<file path="src/rtl/img_lut_loader.sv">
// img_lut_loader: bulk LUT load sequencer and CSR/stream write arbiter.
// Define IMG_LUT_LOADER_FRAME_SYNC_EN to gate loads to vertical blanking.
module img_lut_loader #(
   parameter int PX_WIDTH = 10
) (
   input  logic                clk_i,
   input  logic                rst_n_i,
   input  logic [PX_WIDTH-1:0] csr_orig_px_i,
   input  logic [PX_WIDTH-1:0] csr_mod_px_i,
   input  logic                csr_wr_stb_i,
   input  logic                load_start_i,
   input  logic [PX_WIDTH-1:0] load_data_i,
   input  logic                load_valid_i,
   output logic                load_ready_o,
   input  logic                blank_i,
   output logic [PX_WIDTH-1:0] lut_orig_px_o,
   output logic [PX_WIDTH-1:0] lut_mod_px_o,
   output logic                lut_wr_stb_o,
   output logic                busy_o,
   output logic                done_o
);
   typedef enum logic [1:0] {IDLE, WAIT_BLANK, LOAD, DONE} state_t;
   state_t state, state_nx;
   logic [PX_WIDTH-1:0] cnt, cnt_nx, pend_a, pend_a_nx, pend_d, pend_d_nx;
   logic [PX_WIDTH-1:0] a_nx, d_nx;
   logic pend, pend_nx, gate, hs, cap, stb_nx, pend_out;
`ifdef IMG_LUT_LOADER_FRAME_SYNC_EN
   assign gate = blank_i;
`else
   assign gate = 1'b1;
`endif
   assign load_ready_o = (state == LOAD) && gate;
   assign hs = load_valid_i && load_ready_o;
   // CSR writes arriving mid-load are parked so they land after the bulk table
   assign cap = csr_wr_stb_i && (state == WAIT_BLANK || state == LOAD);
   assign pend_out = (state == DONE) && !csr_wr_stb_i;
   always_ff @(posedge clk_i or negedge rst_n_i)
      if (!rst_n_i) state <= IDLE;
      else state <= state_nx;
   always_comb begin
      state_nx = state;
      case (state)
         IDLE:       state_nx = load_start_i ? WAIT_BLANK : IDLE;
         WAIT_BLANK: state_nx = gate ? LOAD : WAIT_BLANK;
         LOAD:       state_nx = !gate ? WAIT_BLANK : (hs && cnt == '1) ? DONE : LOAD;
         default:    state_nx = IDLE;
      endcase
   end
   always_comb begin
      cnt_nx = (state == IDLE && load_start_i) ? '0 : hs ? cnt + 1'b1 : cnt;
      pend_nx = cap ? 1'b1 : (state == DONE) ? 1'b0 : pend;
      pend_a_nx = cap ? csr_orig_px_i : pend_a;
      pend_d_nx = cap ? csr_mod_px_i : pend_d;
      stb_nx = hs || (state == IDLE && csr_wr_stb_i) || (state == DONE && (pend || csr_wr_stb_i));
      a_nx = hs ? cnt : pend_out ? pend_a : csr_orig_px_i;
      d_nx = hs ? load_data_i : pend_out ? pend_d : csr_mod_px_i;
   end
   always_ff @(posedge clk_i or negedge rst_n_i)
      if (!rst_n_i) begin
         cnt <= '0;
         pend <= 1'b0;
         pend_a <= '0;
         pend_d <= '0;
         lut_orig_px_o <= '0;
         lut_mod_px_o <= '0;
         lut_wr_stb_o <= 1'b0;
         busy_o <= 1'b0;
         done_o <= 1'b0;
      end else begin
         cnt <= cnt_nx;
         pend <= pend_nx;
         pend_a <= pend_a_nx;
         pend_d <= pend_d_nx;
         lut_orig_px_o <= stb_nx ? a_nx : lut_orig_px_o;
         lut_mod_px_o <= stb_nx ? d_nx : lut_mod_px_o;
         lut_wr_stb_o <= stb_nx;
         busy_o <= state != IDLE;
         done_o <= state == DONE;
      end
endmodule

</file>
<file path="config.mk">
export PLATFORM = sky130hd
export DESIGN_NAME = img_lut_loader
export DESIGN_NICKNAME = d
export VERILOG_FILES = /design/src/rtl/img_lut_loader.sv
export SDC_FILE = /design/constraint.sdc
export NUM_CORES = 1
export LEC_CHECK = 0
export ABC_AREA = 1
export BUFFER_PORTS_ARGS = -buffer_cell sky130_fd_sc_hd__buf_2
export CORE_UTILIZATION = 54
export DETAILED_ROUTE_END_ITERATION = 10
export PLACE_DENSITY_LB_ADDON = 0.3
export SLEW_MARGIN = 5
export SYNTH_ARGS = -nofsm -noshare
export SYNTH_HDL_FRONTEND = slang
export SYNTH_SLANG_ARGS = --single-unit
</file>
<file path="constraint.sdc">
create_clock -name clk_i -period 1.7 [get_ports clk_i]
set_input_delay 0.085 -clock clk_i [delete_from_list [all_inputs] [get_ports clk_i]]
set_output_delay 0.085 -clock clk_i [all_outputs]
set_load 0.02 [all_outputs]
</file>
==> results.yml <==
run_status:
  outcome: "complete, no violations"
sta:
  fmax_mhz: 624
  tightest_slew_ps: 390
  rsz0062_at_grt: "false"
  slew_viol_final: 0
  fin_crit_sh_pct: 94.3
  fin_skew_ps: 3.50
  setup_violations: 0
  hold_violations: 0
  fin_setup_tns_ps: 0
  maxSlewHeadroom_pct: 73.9
  fin_crit_ps: 1600
synthesis:
  avgSynthCellArea_um2: 8.66
  ys_ff_latch: 56
  synth_fp_nets: 370
  synthCells: 329
  synth_common_cells: "nand2_1, dfrtp_1, nand3_1, inv_1, nor2_1"
  synth.distinct_cells: 25
  yosysWarningCount: 0
  synth-seq-area-share_pct: 49.2
  yosysTopAreaCellShare_pct: 49.2
  synth_edf_count: 0
  synth.most_common_cell: "nand2_1"
  synthArstFlopShare_pct: 100
  netlist_top_cells_area: "dfrtp_1, nand2_1, nand3_1, mux2_4, buf_6"
  ys.flop_type: "dfrtp_1"
  synth_top_cell_by_area: "dfrtp_1"
  synthesis.area_um2: 2850
clock_tree:
  clk_pin_slew_ps: 100
  cts_tree: "done"
  root_buffer: "clkbuf_8"
  cts_max_level: 2
  cts.path.max_buffers: 2
  clock_latency_ps: 310
  cts_made_buffers: 5
  clock_sinks: 56
  cts_setup_buffers: 0
detailed_routing:
  wl_per_cell_um: 13.7
  avgViaCountPerCell: 5.16
  vias: 2361
  routed_wl_um: 6260
  first_iter_violations: 97
  route.detailed.drc: 0
  drt_first_pass_iters: 4
  ant_nets: 0
worst_setup_path:
  worstPathCellList: "inv_1 -> ha_1 -> nand2_2 -> buf_12 -> mux2_2"
  critPathSlowestCell: "dfrtp_1"
  reg2regPathDepth: 5
  path_delay_family: "flip-flops"
  startpoint_type: "register"
  endpoint_kind: "register"
  critPathMaxFanout: 21
  rrSetupSlack_ps: 100
  required_ps: 1900
  cpPeakStageDelay_ps: 390
  path_class: "reg -> reg"
  crit_buf_inv: 2
  arrival_ps: 1810
  r2r_start: "state[0]"
  r2r_end: "pend_a[2]"
power:
  power_density_nw_per_um2: 1750
  ir_drop_v: 0.00116
  power_w: 0.00589
  p_leak_nw: 1.78
final_layout:
  fillCellCount: 428
  final_core_util_pct: 65.9
  multi_input_area_um2: 1230
  final_nets: 428
  syn2layout_area_growth_pct: 18.1
  n_antenna_cell: 0
  drive_gt1_share_pct: 26.8
  ff_latch_area_um2: 1400
global_route:
  grtUsageTotal_pct: 24.5
  grt_pass1_vias: 2277
  gr-total-overflow: 0
  grt_max_degree: 57
  grt_pass1_wl_um: 10300
  antenna_found_initial: 0
min_path:
  hold_start: "csr_orig_px_i[8]"
  min_path_cells: 2
  holdPathEnd: "pend_a[8]"
  holdCritPathClass: "in -> reg"
run:
  cap_violations: 0
die:
  die_area_um2: 5570
  coreArea_um2: 5110
  rows: 26
  num_io_pins: 60
  die_h_um: 74.6
  initial_core_util_pct: 55.8
  die_width_um: 74.6
placement:
  gp_congestion: 0.798
  port_buffers: 58
  hpwlAfterDp_um: 4140
cells by family after synthesis:
family          after synthesis  synth area share (%)
mux                          17                  8.44
fa+ha+maj                     5                  2.20
compound gates               15                  2.64
buf+inv                      38                  7.60
flops                        56                  49.2
simple gates                198                  29.9
metal layers:
layer  track usage (%)  part of all wire, %  vias up
li1                  -                    -     1163
met1              30.3                   45     1123
met2              42.5                   49       71
met3              5.89                  5.3        4
met4              7.34                 0.80        0
met5                 0                    0        -
metrics by stage:
| stage | setup slack, ps | instance area [um^2] | cells | hold WS, ps |
|---|---|---|---|---|
| global placement | 153 | 3220 | 449 | 110 |
| floorplan | 145 | 2850 | 329 | -211 |
| detailed placement | 93.0 | 3220 | 449 | 112 |
| global route | 30.0 | 3360 | 458 | 1.09 |
| finish | 97.0 | 3360 | 458 | 15.1 |
| CTS | 51.1 | 3360 | 458 | 10.8 |
worst max path at each step:
| stage | startpoint | endpoint | slack [ps] | cells past startpoint |
|---|---|---|---|---|
| 3_3_place_gp | state[0] | pend_a[3] | 150 | 5 |
| 4_1_cts | state[0] | lut_mod_px_o[0] | 50 | 9 |
| 5_1_grt | state[0] | pend_d[9] | 30 | 5 |
| 2_1_floorplan | state[0] | lut_mod_px_o[5] | 150 | 8 |
| 6_report | state[0] | pend_a[2] | 100 | 5 |
| 3_5_place_dp | state[0] | lut_mod_px_o[0] | 90 | 9 |
layout make-up:
type	count	share of cell area, %
repair buffers	67	12.7
well taps	70	2.60
multi-input cells	235	36.6
clock buffers	7	2.86
clock inverters	1	0.893
flip-flops and latches	56	41.7
inverters	22	2.68
where the power goes:
group | switching (W) | internal, W
Sequential | 0.000324 | 0.00192
Combinational | 0.00157 | 0.00112
Clock | 0.000439 | 0.000521
Total | 0.00233 | 0.00356
placed cells by master, fill, tap and decap left out, types with 6 or more instances in the layout:
cell / count
a21oi_1: 6
dfrtp_1: 56
inv_1: 19
nor2_1: 18
clkbuf_8: 7
nand3_1: 40
o21ai_0: 8
nand2_1: 119
buf_2: 58
mux2_4: 13
sequential cells by signal (all words and copies together), names as in the netlist:
register       count
pend_a            10
state              2
cnt               10
busy_o             1
pend               1
lut_wr_stb_o       1
lut_orig_px_o     10
lut_mod_px_o      10
pend_d            10
done_o             1
repair_timing:
item                                    CTS  global route
hold endpoints to repair                 56             0
gates resized for setup                   0             4
endpoints found under the setup margin    0            21
hold buffers                              1             0
Note: power is estimated with default switching activity, not from simulation.
